--- config.mk ---
export PLATFORM = sky130hd
export DESIGN_NAME = alu_arbiter
export DESIGN_NICKNAME = d
export VERILOG_FILES = /design/src/rtl/alu_arbiter.sv
export SDC_FILE = /design/constraint.sdc
export NUM_CORES = 1
export LEC_CHECK = 0
export ABC_AREA = 1
export ABC_CLOCK_PERIOD_IN_PS = 2400
export CAP_MARGIN = 20
export CORE_UTILIZATION = 39
export CTS_CLUSTER_SIZE = 28
export DETAILED_ROUTE_END_ITERATION = 7
export PLACE_DENSITY_LB_ADDON = 0.25
export SYNTH_ARGS = -nofsm -noshare
export SYNTH_HDL_FRONTEND = slang
export SYNTH_SLANG_ARGS = --single-unit
export TNS_END_PERCENT = 20
--- constraint.sdc ---
create_clock -name clk -period 2.4 [get_ports clk]
set_input_delay 0.48 -clock clk [delete_from_list [all_inputs] [get_ports clk]]
set_output_delay 0.48 -clock clk [all_outputs]
set_load 0.1 [all_outputs]
--- src/rtl/alu_arbiter.sv ---
// alu_arbiter
// Shares one registered ALU between NUM_REQ requesters. One operation is
// accepted at a time under round-robin priority. The operands are held in
// registers that drive the ALU. After the fixed ALU latency the result and
// flags are captured and returned to the winner over a valid/ready handshake.
//
// Ports
//   clk          clock
//   resetn       asynchronous reset, active high
//   req_valid_i  per-requester operation valid
//   req_ready_o  per-requester accept (at most one bit set, IDLE only)
//   req_ctrl_i   4-bit opcode per requester, slice i = requester i
//   req_a_i      operand A per requester
//   req_b_i      operand B per requester
//   rsp_valid_o  one-hot result valid to the owning requester
//   rsp_ready_i  per-requester result accept
//   rsp_y_o      captured result, shared by all requesters
//   rsp_flags_o  captured flags {s,v,n,z,c}
//   busy_o       high whenever the arbiter is not IDLE
//   alu_ctrl_o   registered ALU opcode
//   alu_a_o      registered ALU operand A
//   alu_b_o      registered ALU operand B
//   alu_y_i      ALU result
//   alu_c_i, alu_z_i, alu_n_i, alu_v_i, alu_s_i  ALU flags
`timescale 1ns/1ps

module alu_arbiter #(
  parameter int NUM_REQ = 2,
  parameter int WIDTH   = 16,
  parameter int ALU_LAT = 1
) (
  input  logic                     clk,
  input  logic                     resetn,
  input  logic [NUM_REQ-1:0]       req_valid_i,
  output logic [NUM_REQ-1:0]       req_ready_o,
  input  logic [4*NUM_REQ-1:0]     req_ctrl_i,
  input  logic [WIDTH*NUM_REQ-1:0] req_a_i,
  input  logic [WIDTH*NUM_REQ-1:0] req_b_i,
  output logic [NUM_REQ-1:0]       rsp_valid_o,
  input  logic [NUM_REQ-1:0]       rsp_ready_i,
  output logic [WIDTH-1:0]         rsp_y_o,
  output logic [4:0]               rsp_flags_o,
  output logic                     busy_o,
  output logic [3:0]               alu_ctrl_o,
  output logic [WIDTH-1:0]         alu_a_o,
  output logic [WIDTH-1:0]         alu_b_o,
  input  logic [WIDTH-1:0]         alu_y_i,
  input  logic                     alu_c_i,
  input  logic                     alu_z_i,
  input  logic                     alu_n_i,
  input  logic                     alu_v_i,
  input  logic                     alu_s_i
);

  localparam int IDXW = (NUM_REQ > 1) ? $clog2(NUM_REQ) : 1;
  localparam int CNTW = 3;

  typedef enum logic [1:0] {IDLE, EXEC, RESP} state_t;

  state_t            state_q, state_d;
  logic [IDXW-1:0]   ptr_q, ptr_d;
  logic [IDXW-1:0]   grant_q, grant_d;
  logic [CNTW-1:0]   cnt_q, cnt_d;
  logic [3:0]        aluCtrl_q, aluCtrl_d;
  logic [WIDTH-1:0]  aluA_q, aluA_d;
  logic [WIDTH-1:0]  aluB_q, aluB_d;
  logic [WIDTH-1:0]  rspY_q, rspY_d;
  logic [4:0]        rspFlags_q, rspFlags_d;

  logic              found;
  logic [IDXW-1:0]   winner;
  logic [IDXW:0]     candSum;
  logic [IDXW-1:0]   cand;

  logic [3:0]        ctrlSlice [NUM_REQ];
  logic [WIDTH-1:0]  aSlice    [NUM_REQ];
  logic [WIDTH-1:0]  bSlice    [NUM_REQ];

  // Unpack the flat per-requester buses so the winner can index them directly.
  for (genvar g = 0; g < NUM_REQ; g++) begin : gSlice
    assign ctrlSlice[g] = req_ctrl_i[g*4 +: 4];
    assign aSlice[g]    = req_a_i[g*WIDTH +: WIDTH];
    assign bSlice[g]    = req_b_i[g*WIDTH +: WIDTH];
  end

  // Round-robin search: walk upward from the pointer, wrapping at NUM_REQ,
  // and take the first requester with valid set. The wide sum keeps the
  // wrap correct for non-power-of-two requester counts.
  always_comb begin
    found   = 1'b0;
    winner  = '0;
    candSum = '0;
    cand    = '0;
    for (int k = 0; k < NUM_REQ; k++) begin
      candSum = {1'b0, ptr_q} + (IDXW+1)'(k);
      if (candSum >= (IDXW+1)'(NUM_REQ)) begin
        candSum = candSum - (IDXW+1)'(NUM_REQ);
      end
      cand = candSum[IDXW-1:0];
      if (!found && req_valid_i[cand]) begin
        found  = 1'b1;
        winner = cand;
      end
    end
  end

  // Next-state logic. The latency counter is loaded at accept and counts down
  // through EXEC; the ALU output is sampled only on the cycle it reaches zero,
  // so whatever the ALU drives before then never reaches the response.
  always_comb begin
    state_d    = state_q;
    ptr_d      = ptr_q;
    grant_d    = grant_q;
    cnt_d      = cnt_q;
    aluCtrl_d  = aluCtrl_q;
    aluA_d     = aluA_q;
    aluB_d     = aluB_q;
    rspY_d     = rspY_q;
    rspFlags_d = rspFlags_q;
    case (state_q)
      IDLE: begin
        if (found) begin
          aluCtrl_d = ctrlSlice[winner];
          aluA_d    = aSlice[winner];
          aluB_d    = bSlice[winner];
          grant_d   = winner;
          cnt_d     = CNTW'(ALU_LAT);
          state_d   = EXEC;
        end
      end
      EXEC: begin
        if (cnt_q == '0) begin
          rspY_d     = alu_y_i;
          rspFlags_d = {alu_s_i, alu_v_i, alu_n_i, alu_z_i, alu_c_i};
          state_d    = RESP;
        end else begin
          cnt_d = cnt_q - CNTW'(1);
        end
      end
      RESP: begin
        if (rsp_ready_i[grant_q]) begin
          ptr_d   = (grant_q == IDXW'(NUM_REQ-1)) ? '0 : grant_q + IDXW'(1);
          state_d = IDLE;
        end
      end
      default: state_d = IDLE;
    endcase
  end

  // Handshake outputs: ready only while IDLE, valid only while RESP.
  always_comb begin
    req_ready_o = '0;
    rsp_valid_o = '0;
    if (state_q == IDLE && found) begin
      req_ready_o[winner] = 1'b1;
    end
    if (state_q == RESP) begin
      rsp_valid_o[grant_q] = 1'b1;
    end
  end

  // State and datapath registers; reset discards any in-flight operation.
  always_ff @(posedge clk or posedge resetn) begin
    if (resetn) begin
      state_q    <= IDLE;
      ptr_q      <= '0;
      grant_q    <= '0;
      cnt_q      <= '0;
      aluCtrl_q  <= '0;
      aluA_q     <= '0;
      aluB_q     <= '0;
      rspY_q     <= '0;
      rspFlags_q <= '0;
    end else begin
      state_q    <= state_d;
      ptr_q      <= ptr_d;
      grant_q    <= grant_d;
      cnt_q      <= cnt_d;
      aluCtrl_q  <= aluCtrl_d;
      aluA_q     <= aluA_d;
      aluB_q     <= aluB_d;
      rspY_q     <= rspY_d;
      rspFlags_q <= rspFlags_d;
    end
  end

  assign busy_o      = (state_q != IDLE);
  assign alu_ctrl_o  = aluCtrl_q;
  assign alu_a_o     = aluA_q;
  assign alu_b_o     = aluB_q;
  assign rsp_y_o     = rspY_q;
  assign rsp_flags_o = rspFlags_q;

endmodule

==> flow_summary.json, run 1 <==
{
  "hold_ws_ps": 457,
  "syn_area_mm2": 0.00300,
  "grtUsageTotal_pct": 23.4,
  "cts_post_setup_buffers_inserted": 0,
  "dp_hpwl_mm": 5.96,
  "synth_top_cell_area_share_pct": 53.4,
  "critPathLaunch": "req_valid_i[0]",
  "grt_pass1_wl_mm": 14.2,
  "reg2reg_from": "cnt_q[0]$_DFFE_PP0P_",
  "placed_cells": 590,
  "worstSetupPathType": "input pin to primary output",
  "ys_seq_area_share_pct": 53.4,
  "rsz0062_at_grt": "no",
  "clk_pin_slew_worst_paths_ps": 70,
  "worst_r2r_path_depth": 5,
  "routed_wl_mm": 8.84,
  "initial_utilization_pct": 40.9,
  "n_antenna_cell": 0,
  "ys_warn_count": 0,
  "crit_cells": 5,
  "max_stage_delay_ps": 490,
  "finalMaxSlewViolations": 0,
  "clk_latency_ps": 320,
  "path_cells": "clkdlybuf4s50_1 -> nand2_1 -> nand2_1 -> nor2_1 -> buf_12",
  "end_kind": "primary output",
  "rows": 31,
  "drc": 0,
  "fin_skew_ps": 5.50,
  "die_x_um": 89.7,
  "place.gp.congestion": 0.781,
  "synthesis.nets": 450,
  "avgSynthCellArea_um2": 8.59,
  "holdBufCountCts": 0,
  "design_area_mm2": 0.00469,
  "r2r_end": "rsp_y_o[13]$_DFFE_PP0P_",
  "cp_top_family": "buffers and inverters",
  "period_needed_ps": 2180,
  "ys_types": 18,
  "wl_per_cell_um": 14.6,
  "setup_violations": 0,
  "core-area_mm2": 0.00733,
  "antenna_found_initial": 0,
  "die_area_mm2": 0.00804,
  "hp-class": "input pin to asynchronous set/reset pin",
  "synth_area_leaders": "dfrtp_1 (53%), nand3_1 (13%), nand2_1 (9.6%)",
  "vias": 3055,
  "layoutNonFillerInstCount": 606,
  "fin_nets": 603,
  "start_kind": "input pin",
  "dpl_cell_area_mm2": 0.00452,
  "area_growth_pct": 56.4,
  "root_buffer": "clkbuf_8",
  "crit_required_ps": 1920,
  "htree_levels": 3,
  "cpMostUsedCell": "nand2_1",
  "critical_path_arrival_ps": 1700,
  "cts.repair.resized": 0,
  "viasPerCell": 5.04,
  "cts_buffers": 9,
  "status": "finished clean",
  "clock_sinks": 64,
  "synth_top_cell_by_area": "dfrtp_1",
  "finalHoldViolations": 0,
  "first_global_vias": 3039,
  "slowest_stage": "clkdlybuf4s50_1",
  "cts_tree": "yes",
  "overflow": 0,
  "path_buf_inv": 2,
  "ff2ff_setup_slack_ps": 640,
  "clock.fmax_mhz": 459,
  "crit_fanout": 4,
  "worst_pin_slew_ps": 821,
  "cp-endpoint": "req_ready_o[1]",
  "die_h_um": 89.7,
  "io_buffers": 160,
  "grt_start_max_net_pins": 49,
  "slew_headroom_pct": 45.1,
  "ant_nets": 0,
  "drive_gt1_share_pct": 18.1,
  "fin_crit_sh_pct": 90.7,
  "cts_buffer_depth": 2,
  "drt_iter0_drc": 159,
  "ys_seq_elements": 64,
  "drtPass1Iterations": 4,
  "max_cap_violations": 0,
  "synth_cells": 349,
  "pin_count": 161,
  "n_fill_cell": 642
}
==> through the flow <==
stage / setup slack [ps] / TNS [ps] / utilization [%]
floorplan: -347 / -347 / -
global placement: 197 / 0 / 61.7
detailed placement: 99.5 / 0 / 61.7
CTS: 220 / 0 / 64.0
global route: 151 / 0 / 64.0
finish: 223 / 0 / 64.0
==> synth_stat cells <==
library cell  instances
nor2_1                6
inv_2                 1
o21ai_1              22
nand2_2               1
nand4_1              36
o21ai_0               3
buf_2                18
ha_1                  2
inv_1                30
nand3_2               1
nand3_1              75
dfrtp_1              64
clkbuf_1              1
a21oi_1               1
nand2_1              77
buf_4                 7
o21ai_4               1
nor2_4                3
==> layer usage <==
layer  vias to the layer above  wire (µm)  GRT usage (%)
met3                        18        594           4.66
met2                       122       4510           39.9
li1                       1481          -              -
met4                         0        202           10.2
met5                         -          0              0
met1                      1434       3530           28.7
==> registers in the layout, indices dropped and copies added (netlist names) <==
register,cells
alu_a_o,16
alu_b_o,16
alu_ctrl_o,4
cnt_q,3
grant_q,1
ptr_q,1
rsp_flags_o,5
rsp_y_o,16
state_q,2
==> layout make-up <==
class | instances | area, µm² | share of cell area (%)
multi-input cells | 228 | 1140 | 24.3
flip-flops and latches | 64 | 1600 | 34.2
clock inverters | 3 | 17.5 | 0.374
clock buffers | 13 | 149 | 3.18
repair buffers | 168 | 1540 | 32.9
inverters | 31 | 116 | 2.48
well taps | 99 | 124 | 2.64
==> cells by family (layout without fill, tap and decap cells) <==
| group | count (synthesis) | count (layout) | share of synthesized area, % |
|---|---|---|---|
| buffers and inverters | 57 | 215 | 8.76 |
| and+or+nand+nor | 199 | 199 | 32.1 |
| adders and majority gates | 2 | 2 | 0.835 |
| DFF | 64 | 64 | 53.4 |
| AOI/OAI and AO/OA | 27 | 27 | 4.88 |
==> placed cells by master, fill, tap and decap left out <==
| cell type | n |
|---|---|
| clkdlybuf4s50_1 | 98 |
| nand2_1 | 77 |
| nand3_1 | 75 |
| buf_4 | 67 |
| dfrtp_1 | 64 |
| nand4_1 | 36 |
| inv_1 | 29 |
| o21ai_1 | 22 |
| clkbuf_8 | 10 |
| nor2_1 | 6 |
| nor2_4 | 3 |
| o21ai_0 | 3 |
| clkbuf_1 | 3 |
| buf_12 | 3 |
| inv_2 | 2 |
| ha_1 | 2 |
| clkinv_2 | 2 |
| o21ai_4 | 1 |
| nand3_2 | 1 |
| nand2_2 | 1 |
| a21oi_2 | 1 |
| clkinvlp_4 | 1 |
==> worst reg2reg max path: stages, from the launching register on <==
cell     delay, ps
dfrtp_1        400
inv_1           90
ha_1           180
nand3_2        610
nand2_1        250
o21ai_1         90
==> worst min-delay path by stage <==
stage                           start                      end  depth (start not counted)
2_1_floorplan       ptr_q$_DFFE_PP0P_        ptr_q$_DFFE_PP0P_                          2
3_3_place_gp   rsp_y_o[9]$_DFFE_PP0P_   rsp_y_o[9]$_DFFE_PP0P_                          2
3_5_place_dp   rsp_y_o[1]$_DFFE_PP0P_   rsp_y_o[1]$_DFFE_PP0P_                          2
4_1_cts                        resetn  rsp_y_o[14]$_DFFE_PP0P_                          2
5_1_grt                        resetn   rsp_y_o[9]$_DFFE_PP0P_                          2
6_report                       resetn  rsp_y_o[11]$_DFFE_PP0P_                          2
Power of run 1 is not shown: default switching activity piles up to over one toggle a cycle in this logic, so the estimate is an artifact.
==> inputs of run 2 (changes only) <==
--- a/config.mk
+++ b/config.mk
@@ -12,6 +12,7 @@
 export CTS_CLUSTER_SIZE = 28
 export DETAILED_ROUTE_END_ITERATION = 7
 export PLACE_DENSITY_LB_ADDON = 0.25
+export SETUP_SLACK_MARGIN = 0.02
 export SYNTH_ARGS = -nofsm -noshare
 export SYNTH_HDL_FRONTEND = slang
 export SYNTH_SLANG_ARGS = --single-unit
==> results of run 2 <==
The final DEF is identical to that of run 1; final timing and power are the same.
Power of run 2 is left out for the same reason.
==> inputs of run 3 (changes only) <==
--- a/config.mk
+++ b/config.mk
@@ -13,6 +13,7 @@
 export DETAILED_ROUTE_END_ITERATION = 7
 export PLACE_DENSITY_LB_ADDON = 0.25
 export SETUP_SLACK_MARGIN = 0.02
+export SKIP_CTS_REPAIR_TIMING = 1
 export SYNTH_ARGS = -nofsm -noshare
 export SYNTH_HDL_FRONTEND = slang
 export SYNTH_SLANG_ARGS = --single-unit
==> results of run 3 <==
The final DEF is identical to that of run 1; final timing and power are the same.
Power of run 3 is left out for the same reason.
